**src/rtl/hazard_pkg.sv**
```systemverilog
// Shared types and defaults for the issue-stage hazard scoreboard.
// The in-flight entry record is shared by the destination pipe and the compare logic.
package hazard_pkg;

    localparam int DEFAULT_ADDR_W = 5;
    localparam int DEFAULT_CNT_W  = 16;

    typedef struct packed {
        logic                      valid;
        logic [DEFAULT_ADDR_W-1:0] rd;
        logic                      reg_w;
    } entry_t;

    localparam entry_t BUBBLE = entry_t'('0);

endpackage

```
**src/rtl/dest_pipe.sv**
```systemverilog
// Shift register of in-flight destination entries, EX at index 0 and WB at the top.
// Every entry is visible so the scoreboard can compare against all stages at once.
module dest_pipe
    import hazard_pkg::*;
#(
    parameter int NUM_STAGES = 3
) (
    input  logic                     clk,
    input  logic                     rst_n,
    input  entry_t                   in_entry,
    output entry_t [NUM_STAGES-1:0]  pipe
);

    always_ff @(posedge clk) begin
        if (!rst_n) begin
            for (int i = 0; i < NUM_STAGES; i++) begin
                pipe[i] <= BUBBLE;
            end
        end else begin
            // NOTE: non-blocking so each stage takes its neighbour's pre-edge value, not the freshly shifted one.
            pipe[0] <= in_entry;
            for (int i = 1; i < NUM_STAGES; i++) begin
                pipe[i] <= pipe[i-1];
            end
        end
    end

endmodule

```
**src/rtl/hazard_scoreboard.sv**
```systemverilog
// RAW interlock for the 5-stage R-type CPU: stalls ID while any source has a pending
// write in EX..WB, injects bubbles, and drives the register-file write port from WB.
module hazard_scoreboard
    import hazard_pkg::*;
#(
    parameter int NUM_STAGES = 3,
    parameter int ADDR_W     = DEFAULT_ADDR_W,
    parameter int CNT_W      = DEFAULT_CNT_W
) (
    input  logic              clk,
    input  logic              rst_n,
    input  logic              id_valid,
    input  logic [ADDR_W-1:0] id_rs_addr,
    input  logic [ADDR_W-1:0] id_rt_addr,
    input  logic [ADDR_W-1:0] id_rd_addr,
    input  logic              id_reg_w,
    output logic              id_ready,
    output logic              stall,
    output logic              ex_valid,
    output logic [ADDR_W-1:0] ex_rd_addr,
    output logic              ex_reg_w,
    output logic [ADDR_W-1:0] wb_rd_addr,
    output logic              wb_reg_w,
    output logic [CNT_W-1:0]  issue_cnt,
    output logic [CNT_W-1:0]  stall_cnt
);

    entry_t [NUM_STAGES-1:0] pipe;
    entry_t                  in_entry;
    logic                    hazard;
    logic                    issue;

    // The WB entry is included: the RF writes at the end of WB, so ID would read the stale value.
    always_comb begin
        // NOTE: default first so the search loop cannot infer a latch.
        hazard = 1'b0;
        for (int i = 0; i < NUM_STAGES; i++) begin
            if (pipe[i].valid && pipe[i].reg_w &&
                (pipe[i].rd == id_rs_addr || pipe[i].rd == id_rt_addr)) begin
                hazard = 1'b1;
            end
        end
    end

    assign issue    = id_valid && !hazard;
    assign stall    = id_valid && hazard;
    assign id_ready = !hazard;

    // Masking reg_w for $0 keeps it from ever matching and from ever reaching the RF port.
    always_comb begin
        in_entry = BUBBLE;
        if (issue) begin
            in_entry.valid = 1'b1;
            in_entry.rd    = id_rd_addr;
            in_entry.reg_w = id_reg_w && (id_rd_addr != '0);
        end
    end

    dest_pipe #(
        .NUM_STAGES (NUM_STAGES)
    ) u_dest_pipe (
        .clk      (clk),
        .rst_n    (rst_n),
        .in_entry (in_entry),
        .pipe     (pipe)
    );

    assign ex_valid   = pipe[0].valid;
    assign ex_rd_addr = pipe[0].rd;
    assign ex_reg_w   = pipe[0].reg_w;
    assign wb_rd_addr = pipe[NUM_STAGES-1].rd;
    assign wb_reg_w   = pipe[NUM_STAGES-1].reg_w;

    always_ff @(posedge clk) begin
        if (!rst_n) begin
            issue_cnt <= '0;
            stall_cnt <= '0;
        end else begin
            if (issue && issue_cnt != '1) begin
                issue_cnt <= issue_cnt + CNT_W'(1);
            end
            if (stall && stall_cnt != '1) begin
                stall_cnt <= stall_cnt + CNT_W'(1);
            end
        end
    end

endmodule

```
**config.mk**
```make
export PLATFORM = sky130hd
export DESIGN_NAME = hazard_scoreboard
export DESIGN_NICKNAME = d
export VERILOG_FILES = /design/src/rtl/hazard_pkg.sv /design/src/rtl/dest_pipe.sv /design/src/rtl/hazard_scoreboard.sv
export SDC_FILE = /design/constraint.sdc
export NUM_CORES = 1
export LEC_CHECK = 0
export ABC_AREA = 1
export ABC_CLOCK_PERIOD_IN_PS = 2130
export CAP_MARGIN = 5
export CORE_MARGIN = 4
export CORE_UTILIZATION = 40
export CTS_CLUSTER_DIAMETER = 30
export CTS_CLUSTER_SIZE = 30
export DETAILED_ROUTE_END_ITERATION = 10
export RECOVER_POWER = 25
export SLEW_MARGIN = 20
export SYNTH_ARGS = -nofsm -noshare
export SYNTH_HDL_FRONTEND = slang
export SYNTH_SLANG_ARGS = --single-unit
export TNS_END_PERCENT = 100
```
**constraint.sdc**
```tcl
create_clock -name clk -period 2.13 [get_ports clk]
set_input_delay 0.3195 -clock clk [delete_from_list [all_inputs] [get_ports clk]]
set_output_delay 0.3195 -clock clk [all_outputs]
set_load 0.01 [all_outputs]
```
==> results.py, run 1 <==
metrics = {
    "floorplanning": {
        "num_rows": 32,
        "start_util": 0.4138,
        "design.core.area_um2": 7807,
        "dieWidth_um": 97.87,
        "num_io_pins": 66,
        "die_h_um": 97.87,
        "fp.dieArea_um2": 9579,
    },
    "layout": {
        "final_area_um2": 4154,
        "fin_nets": 619,
        "final_core_util": 0.5321,
        "diodes": 0,
        "drive_gt1_frac": 0.08848,
        "area_growth_pct": 28.58,
    },
    "sta": {
        "rsz0062_at_grt": "no",
        "tightest_slew_ns": 0.5892,
        "hold_viol": 0,
        "fin_crit_ns": 1.946,
        "setup_viol": 0,
        "max_slew_margin": 0.6072,
        "fin_crit_sh": 0.9134,
        "setup_slack_ns": 0.1844,
        "max_freq_mhz": 514.0,
        "drv_slew": 0,
        "fin_skew_ns": 0.01017,
    },
    "global_routing": {
        "grt_overflow": 0,
        "grt_pass1_wl_um": 13720,
        "grt_pass1_vias": 3039,
        "antenna_found_initial": 0,
        "grt_util_all_layers": 0.1684,
        "grt_max_degree": 26,
    },
    "setup_path": {
        "r2r-start": "issue_cnt[0]$_SDFFE_PN0P_",
        "path_max_fanout": 5,
        "r2r_slack_ns": 0.21,
        "start_kind": "flip-flop",
        "criticalPathCategory": "reg -> out",
        "required_ns": 1.81,
        "worstRegToRegCells": 10,
        "arrival_ns": 1.63,
        "end_kind": "output port",
        "reg2reg_to": "issue_cnt[4]$_SDFFE_PN0P_",
    },
    "synth": {
        "synth_area_um2": 3231,
        "ys_seq_area_frac": 0.3284,
        "synth_cell_type_count": 27,
        "synth-seq-cells": 53,
        "syn_nets": 555,
        "ys_warn_count": 0,
        "syn_inst": 534,
        "avgSynthCellArea_um2": 6.050,
    },
    "clock_tree": {
        "cts_root_buffer": "clkbuf_8",
        "clk_latency_ns": 0.31,
        "htree_num_levels": 2,
        "cts.sinks": 53,
        "numCtsBuffers": 5,
        "clk_pin_slew_ns": 0.10,
        "cts_tree": "yes",
        "cts_buffer_depth": 2,
        "cts-hold-fix-buffers": 0,
    },
    "route": {
        "wl_per_cell_um": 11.24,
        "dr.pass1.iters": 5,
        "vias": 3232,
        "viasPerCell": 4.611,
        "wl_um": 7880,
        "postRouteAntennaNets": 0,
        "drc": 0,
        "drtIter0Drc": 122,
    },
    "power": {
        "p_total_uw": 1949,
        "p_per_area_nw_per_um2": 469.1,
        "irDropWorstVdd_mv": 0.2701,
        "leakagePower_uw": 0.002084,
    },
    "placement": {
        "finalWeightedCongestion": 0.8355,
        "post-dp-hpwl_um": 5943,
        "placed_area_um2": 4011,
        "place_ws_ns": -0.4816,
        "port_buffers": 65,
    },
    "worst_hold_path": {
        "hold_start": "u_dest_pipe.pipe[13]$_SDFF_PN0_",
        "min_path_cells": 2,
        "min_path_type": "reg -> reg",
        "hold_end": "u_dest_pipe.pipe[20]$_SDFF_PN0_",
    },
    "outcome": {
        "status": "complete, no violations",
    },
    "run": {
        "cap_violations": 0,
    },
}
critical path, cell delays in order, from the launching register on:
cell and delay [ns]:
dfxtp_4 0.38, inv_1 0.07, nand2_1 0.05, nand2_1 0.06
nor2_1 0.04, nand3_1 0.09, nand2_1 0.06, nand2_1 0.09
buf_4 0.12, nand2_2 0.07, nor2_4 0.13, clkbuf_2 0.16
metal layers:
metal | routed length, um | vias up | track usage
met5 | 0 | - | 0
met4 | 91 | 0 | 0.04153
met3 | 374 | 8 | 0.03929
met2 | 3538 | 60 | 0.2754
met1 | 3875 | 1429 | 0.2244
li1 | - | 1735 | -
where the power goes:
| part | switching (uW) | leakage, uW | internal [uW] |
|---|---|---|---|
| Combinational | 122 | 0.00159 | 105 |
| Sequential | 21.1 | 0.000436 | 1000 |
| Clock | 344 | 0.0000543 | 352 |
state kept, by name, summed over array words and instances, names as in the netlist:
signal	flops
u_dest_pipe.pipe	21
issue_cnt	16
stall_cnt	16
worst max-delay path by stage:
stage | from | endpoint | slack (ns) | cells after the start
after detailed placement | id_rt_addr[0] | id_ready | -0.48 | 10
final | u_dest_pipe.pipe[3]$_SDFF_PN0_ | id_ready | 0.18 | 11
after floorplan | stall_cnt[1]$_SDFFE_PN0P_ | stall_cnt[6]$_SDFFE_PN0P_ | 0.34 | 13
after CTS | u_dest_pipe.pipe[1]$_SDFF_PN0_ | id_ready | 0.01 | 11
after global routing | issue_cnt[0]$_SDFFE_PN0P_ | issue_cnt[3]$_SDFFE_PN0P_ | 0.007 | 10
after global placement | id_rs_addr[0] | stall | -0.45 | 12
cell usage after synthesis:
cell      count  area [um^2]
xor2_1        8        70.07
clkbuf_1      9        33.78
ha_1          2        25.02
nor2_4        2        22.52
xnor2_1       8        70.07
a21oi_1       1        5.000
nand3_1      28        140.1
nand4_1      34        212.7
buf_6         1        11.26
nor2_1      104        390.4
nand4_2       1        12.51
inv_2         1        3.750
nand3_2       1        10.01
o31ai_1       1        7.510
nor2_2        1        6.260
nand3b_1      1        7.510
nor3_1        3        15.01
nand2_2       2        12.51
buf_2         3        15.01
inv_1       101        379.1
or2_2         1        6.260
dfxtp_1      53         1061
nand2_1     152        570.6
nor3_4        2        32.53
o21ai_0       2        10.01
nand3_4       1        17.52
buf_4        11        82.58
per-stage QoR:
| stage | instances | setup TNS [ns] | hold WS [ns] |
|---|---|---|---|
| after floorplan | 534 | 0 | 0.4071 |
| after global placement | 693 | -7.136 | 0.4200 |
| after detailed placement | 693 | -7.984 | 0.4176 |
| after CTS | 701 | 0 | 0.4333 |
| after global routing | 701 | 0 | 0.4712 |
| final | 701 | 0 | 0.4280 |
logic make-up (layout without fill, tap and decap cells):
kind of cell / count (synthesis) / count (layout) / share of synthesized area
AO/OA/AOI/OAI: 4 / 4 / 0.006971
flip-flops: 53 / 53 / 0.3284
AND/OR/NAND/NOR: 333 / 333 / 0.4508
buffers and inverters: 126 / 191 / 0.1627
XOR/XNOR: 16 / 16 / 0.04338
adder cells (fa/ha/maj): 2 / 2 / 0.007745
what timing repair did:
item / in CTS / in global routing
pin swaps: 0 / 1
setup endpoints to repair: 3 / 4
hold endpoints to repair: 0 / 0
resized for setup: 25 / 16
gates cloned: 0 / 0
setup buffers: 0 / 0
area by class of cell:
cell class	instances	area (um^2)
fill	783	3654
multi-input combinational	355	1675
sequential	53	1087
timing repair buffer	81	765.7
inverter	102	382.9
tap	102	127.6
clock buffer	5	68.82
clock inverter	3	46.29
cell usage in the layout (no fill, tap or decap), types with 3 or more instances in the layout:
cell type	count
dlygate4sd2_1	10
nand2_1	151
nor2_2	3
dlygate4sd3_1	10
nand4_1	34
nand2_2	3
nand3_1	27
dfxtp_2	6
nor2_4	3
clkbuf_8	5
nor3_1	3
xnor2_1	8
xor2_1	8
inv_1	101
nor2_1	101
dfxtp_4	5
dfxtp_1	42
clkdlybuf4s50_1	43
buf_4	12
No activity file was read; power rests on OpenSTA's default activity.
==> run 2, diff against run 1 <==
CORE_MARGIN = default   (was 4)
==> run 2 against run 1 <==
Utilization shrank 0.11 points. Routed wire length shrank 3.1%. Global-route usage grew 2.5 points. Sequential share of layout area shrank 0.14 points. Total power shrank 6.5%. Via count grew 0.28%. Die area shrank 12%. Clock power shrank 18%. Worst hold slack gained 0.0040 ns. Design area shrank 0.72%. Combinational power is essentially flat.
==> results.py, run 2 (same netlist as run 1, synthesis figures left out) <==
metrics = {
    "setup_path": {
        "crit_family": "simple AND/OR/NAND/NOR gates",
        "critPathMostFrequentCell": "nand2_1",
        "critPathMaxStageDelay_ns": 0.43,
        "end_kind": "output port",
        "path_max_fanout": 3,
        "start_kind": "flip-flop",
        "worstRegToRegCells": 10,
        "crit_chain": "xor2_1, nor2_2, nand3_1, nand2_1, nand2_1, nand3_2, nand2_1, inv_1, clkdlybuf4s15_1",
        "criticalPathCategory": "reg -> out",
        "required_ns": 1.81,
        "reg2reg_to": "issue_cnt[3]$_SDFFE_PN0P_",
        "r2r-start": "issue_cnt[0]$_SDFFE_PN0P_",
        "r2r_slack_ns": 0.23,
        "cp_slowest_cell": "dfxtp_1",
        "critPathBufInv": 2,
        "arrival_ns": 1.70,
    },
    "power": {
        "clkPwrFrac": 0.312,
        "p_sw_frac": 0.2642,
        "leakagePower_uw": 0.002080,
        "switching_power_uw": 481.5,
        "power_frac_comb": 0.124,
        "p_total_uw": 1822,
        "p_per_area_nw_per_um2": 441.9,
        "intPower_uw": 1341,
        "seqPwrFrac": 0.565,
        "irDropWorstVdd_mv": 0.2545,
    },
    "global_routing": {
        "grt_overflow": 0,
        "antenna_found_initial": 0,
        "grt_util_all_layers": 0.1930,
        "grt_pass1_vias": 2969,
        "grt_pass1_wl_um": 13300,
        "grt_max_degree": 41,
    },
    "floorplanning": {
        "die_h_um": 91.87,
        "fp.dieArea_um2": 8440,
        "num_rows": 32,
        "design.core.area_um2": 7767,
        "num_io_pins": 66,
        "dieWidth_um": 91.87,
        "start_util": 0.4159,
    },
    "placement": {
        "post-dp-hpwl_um": 5786,
        "port_buffers": 65,
        "finalWeightedCongestion": 0.7938,
        "placed_area_um2": 4019,
    },
    "route": {
        "postRouteAntennaNets": 0,
        "dr.pass1.iters": 4,
        "viasPerCell": 4.617,
        "drtIter0Drc": 105,
        "wl_per_cell_um": 10.87,
        "drc": 0,
        "wl_um": 7632,
        "vias": 3241,
    },
    "sta": {
        "setup_viol": 0,
        "fin_skew_ns": 0.007491,
        "max_freq_mhz": 495.4,
        "hold_viol": 0,
        "rsz0062_at_grt": "yes",
        "setup_tns_ns": 0,
        "fin_crit_ns": 2.019,
        "max_slew_margin": 0.5386,
        "tightest_slew_ns": 0.6922,
        "drv_slew": 0,
        "fin_crit_sh": 0.9478,
    },
    "clock_tree": {
        "clk_pin_slew_ns": 0.09,
        "cts.sinks": 53,
        "cts_setup_buffers": 0,
        "htree_num_levels": 2,
        "numCtsBuffers": 5,
        "cts_tree": "yes",
        "clk_latency_ns": 0.31,
        "cts_buffer_depth": 2,
        "cts_root_buffer": "clkbuf_8",
    },
    "layout": {
        "reg_top3": "u_dest_pipe.pipe x21, issue_cnt x16, stall_cnt x16",
        "final_area_um2": 4124,
        "final-seq-area_um2": 1074,
        "area_growth_pct": 27.65,
        "diodes": 0,
        "layout_common_cells": "nand2_1, nor2_1, inv_1",
        "final_core_util": 0.5309,
        "top_register": "u_dest_pipe.pipe",
        "drive_gt1_frac": 0.08333,
        "fin_nets": 620,
        "multi_input_area_um2": 1672,
        "largest_reg_flops": 21,
        "fillCellCount": 831,
        "final_common_cell": "nand2_1",
    },
    "worst_hold_path": {
        "hold_end": "u_dest_pipe.pipe[20]$_SDFF_PN0_",
        "hold_start": "u_dest_pipe.pipe[13]$_SDFF_PN0_",
        "min_path_cells": 2,
        "min_path_type": "reg -> reg",
    },
    "outcome": {
        "status": "complete, no violations",
    },
    "run": {
        "cap_violations": 0,
    },
}
run 2: routing by layer:
layer  global-route usage  routed length (um)  vias to the layer above
met3              0.03648                 366                        6
met2               0.3308                3491                       61
met1               0.2505                3708                     1442
met4              0.04297                  66                        0
li1                     -                   -                     1732
met5                    0                   0                        -
run 2: power groups by stage:
stage / Sequential, uW / Combinational [uW] / Clock [uW]
after floorplan: 1050 / 124 / 0
after detailed placement: 1050 / 233 / 0
after global placement: 1050 / 230 / 0
final: 1030 / 225 / 568
after global routing: 1030 / 254 / 627
after CTS: 1030 / 230 / 591
run 2: through the flow:
step | instances | setup slack, ns | hold WS [ns]
after floorplan | 534 | 0.3365 | 0.4071
final | 702 | 0.1112 | 0.4320
after detailed placement | 694 | -0.4619 | 0.4236
after global routing | 702 | -0.05726 | 0.4713
after CTS | 702 | 0.005228 | 0.4410
after global placement | 694 | -0.4139 | 0.4259
run 2: final cells by class:
type	instances	share of cell area
multi-input cells	355	0.4053
flip-flops and latches	53	0.2603
repair buffers	82	0.1896
inverters	102	0.09284
well taps	102	0.03095
clock buffers	5	0.01669
clock inverters	3	0.004248
run 2: worst max path at each step:
stage                                               start                   endpoint  cells after the start
final                     u_dest_pipe.pipe[10]$_SDFF_PN0_                      stall                      9
after global routing      u_dest_pipe.pipe[16]$_SDFF_PN0_                      stall                     11
after CTS                  u_dest_pipe.pipe[1]$_SDFF_PN0_                   id_ready                     11
after detailed placement                    id_rs_addr[0]                      stall                     12
after global placement                      id_rt_addr[4]                      stall                     12
after floorplan                 stall_cnt[1]$_SDFFE_PN0P_  stall_cnt[6]$_SDFFE_PN0P_                     13
run 2: worst register-to-register path, stage by stage, from the launching register on:
cell and delay (ns):
dfxtp_1 0.42, ha_1 0.23, nand2_1 0.10, nor3_4 0.30, nand4_2 0.29, inv_1 0.18, nor2_1 0.07, inv_1 0.05
nor2_1 0.04, nor2_1 0.08, nor2_1 0.05
run 2: repair_timing:
item,in CTS,in global routing
hold endpoints to repair,0,0
resized for setup,22,8
hold buffers,0,0
endpoints found under the setup margin,9,9
